## src/rtl/lb_cfg_pkg.sv

```systemverilog
// lb_cfg_pkg: shared constants and types for the logic-block configuration
// controller.
//   CW      - width of one LUT4 truth table, in bits
//   SYNC    - marker expected in header bits [15:8]
//   CNT_W   - width of the committed block count
//   state_t - load-session states
package lb_cfg_pkg;

  localparam int         CW    = 16;
  localparam logic [7:0] SYNC  = 8'hA5;
  localparam int         CNT_W = 5;

  typedef enum logic [2:0] {
    ST_IDLE,
    ST_HDR,
    ST_CFG,
    ST_SEL,
    ST_CHK
  } state_t;

endpackage

```

## src/rtl/cfg_xor_acc.sv

```systemverilog
// cfg_xor_acc: running XOR checksum over the words of one configuration frame.
// Ports:
//   clk, reset - clock; asynchronous active-low reset
//   i_clear    - zero the accumulator (start of a session)
//   i_valid    - fold i_data into the accumulator this cycle
//   i_data     - stream word
//   o_acc      - XOR of every word folded in since the last clear
module cfg_xor_acc
  import lb_cfg_pkg::*;
(
  input  logic          clk,
  input  logic          reset,
  input  logic          i_clear,
  input  logic          i_valid,
  input  logic [CW-1:0] i_data,
  output logic [CW-1:0] o_acc
);

  logic [CW-1:0] r_acc;

  // NOTE: state registers use non-blocking assignments so every flop samples
  // the pre-edge value of every other flop, independent of statement order.
  always_ff @(posedge clk or negedge reset) begin
    if (!reset) begin
      r_acc <= '0;
    end else if (i_clear) begin
      r_acc <= '0;
    end else if (i_valid) begin
      r_acc <= r_acc ^ i_data;
    end
  end

  assign o_acc = r_acc;

endmodule

```

## src/rtl/lb_config_ctrl.sv

```systemverilog
// lb_config_ctrl: loads a framed configuration stream into shadow registers,
// verifies its XOR checksum and commits it atomically to the LUT4 array.
// Frame: header {SYNC, N}, N config words, one select word, one checksum word.
// Ports:
//   clk, reset       - clock; asynchronous active-low reset
//   start            - begin a load session (honoured only in IDLE)
//   s_data/s_valid   - stream word and its valid
//   s_ready          - controller accepts a word (any non-IDLE state)
//   lb_cfg           - committed truth tables, block i at [i*CW +: CW]
//   lb_sel           - committed output-select bits
//   lb_en            - high once any configuration has committed
//   busy             - session in progress
//   done             - one-cycle pulse after a successful commit
//   err              - sticky error, cleared by the next accepted start
//   loaded_cnt       - block count of the last committed configuration
module lb_config_ctrl
  import lb_cfg_pkg::*;
#(
  parameter int NUM_LB = 8,
  parameter int CW     = lb_cfg_pkg::CW
) (
  input  logic                 clk,
  input  logic                 reset,
  input  logic                 start,
  input  logic [CW-1:0]        s_data,
  input  logic                 s_valid,
  output logic                 s_ready,
  output logic [NUM_LB*CW-1:0] lb_cfg,
  output logic [NUM_LB-1:0]    lb_sel,
  output logic                 lb_en,
  output logic                 busy,
  output logic                 done,
  output logic                 err,
  output logic [CNT_W-1:0]     loaded_cnt
);

  state_t r_state, w_next;

  // Shadow bank: filled during the session, invisible to the fabric.
  logic [CW-1:0]        r_shadow [NUM_LB];
  logic [NUM_LB-1:0]    r_shadow_sel;
  logic [CNT_W-1:0]     r_n;
  logic [CNT_W-1:0]     r_idx;

  // Active bank: what the fabric sees.
  logic [NUM_LB*CW-1:0] r_cfg;
  logic [NUM_LB-1:0]    r_sel;
  logic                 r_en;
  logic                 r_done;
  logic                 r_err;
  logic [CNT_W-1:0]     r_cnt;

  logic          w_fire, w_start, w_hdr_ok, w_chk_ok, w_commit, w_fail;
  logic [CW-1:0] w_acc;

  assign s_ready  = (r_state != ST_IDLE);
  assign w_fire   = s_valid & s_ready;
  assign w_start  = (r_state == ST_IDLE) & start;
  assign w_hdr_ok = (s_data[15:8] == SYNC) && (s_data[7:0] != 8'd0) &&
                    (s_data[7:0] <= 8'(NUM_LB));
  assign w_chk_ok = (s_data == w_acc);
  assign w_commit = w_fire & (r_state == ST_CHK) & w_chk_ok;
  assign w_fail   = w_fire & (((r_state == ST_HDR) & ~w_hdr_ok) |
                              ((r_state == ST_CHK) & ~w_chk_ok));

  // The checksum word itself is never folded into the running XOR.
  cfg_xor_acc u_xor_acc (
    .clk     (clk),
    .reset   (reset),
    .i_clear (w_start),
    .i_valid (w_fire & (r_state != ST_CHK)),
    .i_data  (s_data),
    .o_acc   (w_acc)
  );

  always_ff @(posedge clk or negedge reset) begin
    if (!reset) r_state <= ST_IDLE;
    else        r_state <= w_next;
  end

  // NOTE: w_next gets a default before the case so no path leaves it
  // unassigned, which would otherwise infer a latch.
  always_comb begin
    w_next = r_state;
    case (r_state)
      ST_IDLE: if (start)  w_next = ST_HDR;
      ST_HDR:  if (w_fire) w_next = w_hdr_ok ? ST_CFG : ST_IDLE;
      ST_CFG:  if (w_fire && (r_idx == r_n - CNT_W'(1))) w_next = ST_SEL;
      ST_SEL:  if (w_fire) w_next = ST_CHK;
      ST_CHK:  if (w_fire) w_next = ST_IDLE;
      default: w_next = ST_IDLE;
    endcase
  end

  // NOTE: the shadow bank is small, so it gets an asynchronous reset like
  // every other flop; it is also cleared on each accepted start so blocks
  // at or above N commit as zero.
  always_ff @(posedge clk or negedge reset) begin
    if (!reset) begin
      for (int i = 0; i < NUM_LB; i++) r_shadow[i] <= '0;
      r_shadow_sel <= '0;
      r_n          <= '0;
      r_idx        <= '0;
      r_cfg        <= '0;
      r_sel        <= '0;
      r_en         <= 1'b0;
      r_done       <= 1'b0;
      r_err        <= 1'b0;
      r_cnt        <= '0;
    end else begin
      r_done <= w_commit;

      if (w_start) begin
        for (int i = 0; i < NUM_LB; i++) r_shadow[i] <= '0;
        r_shadow_sel <= '0;
        r_err        <= 1'b0;
      end

      if (w_fire) begin
        case (r_state)
          ST_HDR: begin
            r_n   <= s_data[CNT_W-1:0];
            r_idx <= '0;
          end
          ST_CFG: begin
            for (int i = 0; i < NUM_LB; i++)
              if (r_idx == CNT_W'(i)) r_shadow[i] <= s_data;
            r_idx <= r_idx + CNT_W'(1);
          end
          ST_SEL:  r_shadow_sel <= s_data[NUM_LB-1:0];
          default: ;
        endcase
      end

      // Active bank changes only here, so the fabric never sees a partial load.
      if (w_commit) begin
        for (int i = 0; i < NUM_LB; i++) r_cfg[i*CW +: CW] <= r_shadow[i];
        r_sel <= r_shadow_sel;
        r_cnt <= r_n;
        r_en  <= 1'b1;
      end

      if (w_fail) r_err <= 1'b1;
    end
  end

  assign busy       = s_ready;
  assign lb_cfg     = r_cfg;
  assign lb_sel     = r_sel;
  assign lb_en      = r_en;
  assign done       = r_done;
  assign err        = r_err;
  assign loaded_cnt = r_cnt;

endmodule

```

## config.mk

```make
export PLATFORM = sky130hd
export DESIGN_NAME = lb_config_ctrl
export DESIGN_NICKNAME = d
export VERILOG_FILES = /design/src/rtl/lb_cfg_pkg.sv /design/src/rtl/cfg_xor_acc.sv /design/src/rtl/lb_config_ctrl.sv
export SDC_FILE = /design/constraint.sdc
export NUM_CORES = 1
export LEC_CHECK = 0
export ABC_AREA = 0
export CAP_MARGIN = 20
export CORE_MARGIN = 3
export CORE_UTILIZATION = 59
export DETAILED_ROUTE_END_ITERATION = 16
export PLACE_DENSITY_LB_ADDON = 0.08
export SYNTH_ARGS = -nofsm -noshare
export SYNTH_HDL_FRONTEND = slang
export SYNTH_SLANG_ARGS = --single-unit
```

## constraint.sdc

```tcl
create_clock -name clk -period 5.5 [get_ports clk]
set_input_delay 0.55 -clock clk [delete_from_list [all_inputs] [get_ports clk]]
set_output_delay 0.55 -clock clk [all_outputs]
set_load 0.02 [all_outputs]
```

==> results_dict.tcl, run 1 <==
set metrics [dict create \
    tightest_slew_ps 1077 \
    drtIter0Drc 595 \
    hold_path.class "input port to asynchronous set/reset pin" \
    synth_area_um2 12690 \
    dp.cells 1474 \
    nets 1257 \
    nFillCells 1434 \
    switching_share_pct 22.98 \
    leakage_nw 7.389 \
    vias 8493 \
    layout_commonest_cell "dfrtp_1" \
    overflow 0 \
    io_pins 166 \
    ctsHoldBuffers 0 \
    avgSynthCellArea_um2 11.53 \
    start_util_pct 60.20 \
    outcome "finished clean" \
    arrival_ps 3640 \
    synth.largest_area_cell "dfrtp_1" \
    cts_resized 0 \
    avgViaCountPerCell 5.547 \
    ys_seq_elements 309 \
    die_h_um 152.7 \
    ys_seq_area_share_pct 60.91 \
    port_buffers 165 \
    antenna_found_initial 0 \
    rsz0062_at_grt "no" \
    final_util_pct 73.67 \
    cts_max_path_buffers 3 \
    drv_slew 0 \
    cp-start-kind "input port" \
    ant_nets 0 \
    combPwrFrac_pct 6.3 \
    clkTransAtPathRegs_ps 60 \
    post-cts-setup-buffer-count 0 \
    powerDensity_nw_per_um2 311.2 \
    relSlewSlack_pct 28.20 \
    clk_latency_ps 550 \
    routabilityCongestion 0.8480 \
    route.detailed.drc 0 \
    min_period_ps 3208 \
    floorplan.die.width_um 152.7 \
    ys_types 35 \
    clock_sinks 309 \
    finalSetupTns_ps 0 \
    syn_nets 1126 \
    path_class "input port to register" \
    vdd_drop_max_v 0.0002487 \
    rows 53 \
    cts-buffers-inserted 30 \
    core_area_um2 21090 \
    synth.area.top_cells "dfrtp_1 61%, nand2_1 8.4%, mux2_4 7.8%, mux2_2 6.7%, o21ai_0 5.4%" \
    most-common-layout-cells "309 x dfrtp_1, 284 x nand2_1, 164 x clkdlybuf4s50_1" \
    diodes 0 \
    worstPathRequired_ps 5930 \
    place_hpwl_um 17360 \
    syn_to_final_growth_pct 22.37 \
    synth_edf_count 0 \
    fin_worst_skew_ps 7.015 \
    grtUsageTotal_pct 25.10 \
    seqPwrFrac_pct 49.2 \
    grt_first_pass_wirelength_um 47330 \
    finalPower_mw 4.835 \
    yosys_warnings 0 \
    p_int_mw 3.724 \
    dr.pass1.iters 5 \
    cts_tree "built" \
    max_freq_ghz 0.3118 \
    pwr-share-clk_pct 44.5 \
    setup_viol 0 \
    wl_per_cell_um 19.33 \
    async_reset_ff_share_pct 100.0 \
    p_switching_mw 1.111 \
    htreeDepth 1 \
    grt_max_degree 136 \
    routed_wirelength_um 29590 \
    synth_top_area_share_pct 60.91 \
    drive_gt1_share_pct 17.04 \
    dieArea_um2 23310 \
    endpoint_kind "register" \
    crit_fanout 64 \
    cts_root_buf "clkbuf_16" \
    finalHoldViolCount 0 \
    grt_pass1_vias 8568 \
    stdcell_count 1531 \
    maxCapViolations 0 \
    synth_cells 1101 \
    synth_flop_cell "dfrtp_1" \
    fin_crit_sh_pct 58.32 \
]
==> cell usage after synthesis, types with 5 or more instances <==
library cell and count:
a21oi_1 7, a22o_1 8, and2_1 9, and3_1 5, buf_2 8, buf_6 8
clkbuf_1 70, dfrtp_1 309, ha_1 5, inv_1 8, mux2_2 76, mux2_4 66
nand2_1 285, nor2_1 21, nor2b_1 5, nor3_1 8, nor4_1 5, o21ai_0 136
xnor2_1 5, xor2_1 36
==> power groups by stage <==
stage          sequential, mW  combinational (mW)  clock (mW)
2_1_floorplan            2.41               0.172           0
3_3_place_gp             2.42               0.298           0
3_5_place_dp             2.42               0.303           0
4_1_cts                  2.38               0.306        2.17
5_1_grt                  2.39               0.337        2.27
6_report                 2.38               0.304        2.15
==> routing by layer <==
metal	wire, um	GRT usage, %	up-vias
met3	1576	3.380	42
met5	0	0	-
met4	583	5.982	0
met2	14310	42.15	254
met1	13120	35.37	4303
li1	-	-	3894
==> state kept, by name, summed over array words and instances, names as in the netlist <==
| signal | cells |
|---|---|
| r_shadow_sel | 8 |
| r_shadow | 128 |
| loaded_cnt | 5 |
| r_state | 3 |
| lb_cfg | 128 |
| r_idx | 5 |
| u_xor_acc.o_acc | 16 |
| lb_sel | 8 |
| lb_en | 1 |
| err | 1 |
| r_n | 5 |
| done | 1 |
==> logic make-up (layout without fill, tap and decap cells) <==
family / Yosys count / in the layout / synth area share (%)
XOR/XNOR: 41 / 41 / 2.829
AND/OR/NAND/NOR: 352 / 352 / 11.28
multiplexers: 142 / 142 / 14.55
AO/OA/AOI/OAI: 157 / 157 / 6.554
flip-flops: 309 / 309 / 60.91
buffers and inverters: 95 / 250 / 3.391
adder cells (fa/ha/maj): 5 / 5 / 0.4928
==> worst max-delay path: stages <==
cell and delay [ps]:
clkdlybuf4s50_1 860, xor2_1 200, nor4_1 80, nand4_1 160
or2_4 870, buf_4 480, mux2_2 390
==> stage by stage <==
step | setup WS [ps] | instance area [um2] | hold slack (ps)
floorplan | 3342 | 12690 | 254.4
global placement | 1859 | 14480 | 450.0
detailed placement | 1756 | 14480 | 452.9
CTS | 2328 | 15530 | 163.6
global route | 2186 | 15530 | 183.1
finish | 2292 | 15530 | 99.15
==> worst paths after layout <==
kind / cells after the start / to / from / slack [ps]
min in group clk: 1 / lb_en$_DFFE_PN0P_ / lb_en$_DFFE_PN0P_ / 470
worst max register to register: 5 / lb_cfg[9]$_DFFE_PN0P_ / r_state[0]$_DFFE_PN0P_ / 2680
max in group asynchronous: 2 / lb_en$_DFFE_PN0P_ / reset / 4080
worst min-delay path: 1 / lb_cfg[58]$_DFFE_PN0P_ / reset / 100
worst min register to register: 1 / lb_en$_DFFE_PN0P_ / lb_en$_DFFE_PN0P_ / 470
worst max-delay path: 7 / lb_cfg[9]$_DFFE_PN0P_ / s_data[0] / 2290
==> area by class of cell <==
type	count	area (um2)	area share (%)
Tap cell	275	344.1	2.215
Multi-Input combinational cell	697	4542	29.24
Sequential cell	309	7732	49.77
Timing Repair Buffer	186	1839	11.84
Inverter	8	30.03	0.1933
Clock buffer	48	929.6	5.984
Clock inverter	8	117.6	0.7571
No activity file was read; power rests on OpenSTA's default activity.
==> run 2: changes to the inputs <==
--- a/config.mk
+++ b/config.mk
@@ -8,7 +8,7 @@
 export ABC_AREA = 0
 export CAP_MARGIN = 20
 export CORE_MARGIN = 3
-export CORE_UTILIZATION = 59
+export CORE_UTILIZATION = 50
 export DETAILED_ROUTE_END_ITERATION = 16
 export PLACE_DENSITY_LB_ADDON = 0.08
 export SYNTH_ARGS = -nofsm -noshare
==> constraint.sdc (replaced) <==
create_clock -name clk -period 2.6 [get_ports clk]
set_input_delay 0.26 -clock clk [delete_from_list [all_inputs] [get_ports clk]]
set_output_delay 0.26 -clock clk [all_outputs]
set_load 0.02 [all_outputs]
==> run 2 against run 1 <==
Sequential cell count unchanged. Clock skew increased by 4.4 ps. Register-to-register slack got worse by 2300 ps. Highest routed layer is now met5. Sequential share of layout area decreased by 1.5 points. Clock power increased by 140%. Non-clock buffer count increased by 24. Combinational power increased by 130%. Sequential power increased by 110%. Largest power group is now clock.
==> results_dict.tcl, run 2 (synthesis results as in run 1) <==
set metrics [dict create \
    outcome "finished clean" \
    arrival_ps 2040 \
    cts_tree "built" \
    finalHoldViolCount 0 \
    cts-buffers-inserted 34 \
    rsz0062_at_grt "no" \
    start_util_pct 51.59 \
    worstPathRequired_ps 2340 \
    cts_max_path_buffers 3 \
    switching_share_pct 22.60 \
    core_area_um2 24600 \
    overflow 0 \
    grt_max_degree 75 \
    routed_wirelength_um 30540 \
    fin_crit_sh_pct 88.39 \
    hold_path.class "input port to asynchronous set/reset pin" \
    clock_sinks 309 \
    reg2reg_setup_slack_ps 410 \
    nets 1285 \
    grtUsageTotal_pct 22.80 \
    rows 57 \
    p_int_mw 8.391 \
    min_period_ps 2298 \
    nFillCells 1904 \
    max_stage_delay_ps 610 \
    vias 8420 \
    seqPwrFrac_pct 46.4 \
    grt_pass1_vias 8398 \
    endpoint_kind "primary output" \
    clk_latency_ps 500 \
    avgViaCountPerCell 5.233 \
    antenna_found_initial 1 \
    ant_nets 0 \
    relSlewSlack_pct 50.37 \
    stdcell_count 1609 \
    vdd_drop_max_v 0.0004591 \
    cpMaxStageDelayCell "clkdlybuf4s50_1" \
    drtIter0Drc 483 \
    syn_to_final_growth_pct 26.30 \
    maxCapViolations 0 \
    tightest_slew_ps 744.5 \
    clkTransAtPathRegs_ps 60 \
    reg2reg_from "u_xor_acc.o_acc[15]$_DFFE_PN0P_" \
    p_switching_mw 2.450 \
    fin_worst_skew_ps 11.37 \
    r2r-end "lb_cfg[85]$_DFFE_PN0P_" \
    floorplan.die.width_um 165.3 \
    grt_first_pass_wirelength_um 47750 \
    most-common-layout-cells "309 x dfrtp_1, 284 x nand2_1, 164 x clkdlybuf4s50_1" \
    max_freq_ghz 0.4351 \
    post-cts-setup-buffer-count 0 \
    route.detailed.drc 0 \
    dieArea_um2 27340 \
    pwr-share-clk_pct 47.3 \
    dr.pass1.iters 5 \
    layout_commonest_cell "dfrtp_1" \
    combPwrFrac_pct 6.4 \
    drive_gt1_share_pct 18.91 \
    path_class "register to primary output" \
    reg2reg_depth 6 \
    finalSetupTns_ps 0 \
    place_hpwl_um 19020 \
    wl_per_cell_um 18.98 \
    cp-start-kind "register" \
    routabilityCongestion 0.8416 \
    powerDensity_nw_per_um2 676.2 \
    drv_slew 0 \
    die_h_um 165.3 \
    port_buffers 165 \
    diodes 0 \
    setup_viol 0 \
    crit_fanout 12 \
    htreeDepth 2 \
    cts_root_buf "clkbuf_16" \
    dp.cells 1547 \
    finalPower_mw 10.84 \
    leakage_nw 7.632 \
    cp_cell_sequence "nor3_1 -> buf_4 -> inv_1 -> clkdlybuf4s50_1" \
    io_pins 166 \
]
-- run 2: changes by cell type in the layout (fill, tap and decap cells not counted), sizes merged --
cell,delta
buf,+23
dlygate4sd3,+1
clkbuf,+4
inv,+1
clkinvlp,-1
bufinv,+1
-- run 2: stage by stage --
step / util [%] / worst slack, ps / hold WS, ps / area [um2]
after CTS: 65.16 / 284.9 / 360.2 / 16030
after global routing: 65.16 / 193.5 / 389.8 / 16030
final: 65.16 / 301.9 / 341.7 / 16030
after global placement: 60.19 / 84.37 / 280.9 / 14810
after floorplan: - / 617.3 / -35.59 / 12690
after detailed placement: 60.19 / 53.16 / 282.6 / 14810
-- run 2: how the worst max path moves through the flow --
stage,startpoint,endpoint,slack [ps]
4_1_cts,r_state[1]$_DFFE_PN0P_,s_ready,280
2_1_floorplan,u_xor_acc.o_acc[4]$_DFFE_PN0P_,lb_cfg[100]$_DFFE_PN0P_,620
5_1_grt,r_state[1]$_DFFE_PN0P_,busy,190
6_report,r_state[1]$_DFFE_PN0P_,s_ready,300
3_5_place_dp,s_data[15],lb_cfg[93]$_DFFE_PN0P_,50
3_3_place_gp,s_data[15],lb_cfg[103]$_DFFE_PN0P_,80
-- run 2: power groups by stage --
stage               clock [mW]  sequential (mW)  combinational, mW
floorplan                    0             5.10              0.363
global placement             0             5.11              0.690
detailed placement           0             5.11              0.697
CTS                       5.23             5.03              0.704
global route              5.46             5.04              0.761
finish                    5.12             5.03              0.692
-- run 2: final cells by class --
type	instances	area (um2)	share of cell area, %
sequential	309	7732	48.23
multi-input combinational	697	4542	28.33
timing repair buffer	210	2110	13.16
clock buffer	52	1062	6.626
tap	324	405.4	2.528
clock inverter	9	151.4	0.9443
inverter	8	30.03	0.1873
-- run 2: timing repair --
action                                 CTS  global route
gates resized for setup                  0             0
hold buffers                             1             0
endpoints found under the hold margin   67             0
-- run 2: critical path, delay by kind of cell, from the launching register on --
family	cells	cell delay, ps
buf+inv	3	870
flops	1	570
simple gates	1	100
-- run 2: routing by layer --
metal | GRT usage, % | up-vias | share of wire, %
met5 | 0 | - | 0.043
met4 | 6.427 | 2 | 2.3
met3 | 3.642 | 53 | 3.8
met2 | 37.51 | 182 | 48
met1 | 31.67 | 4225 | 45
li1 | - | 3958 | -
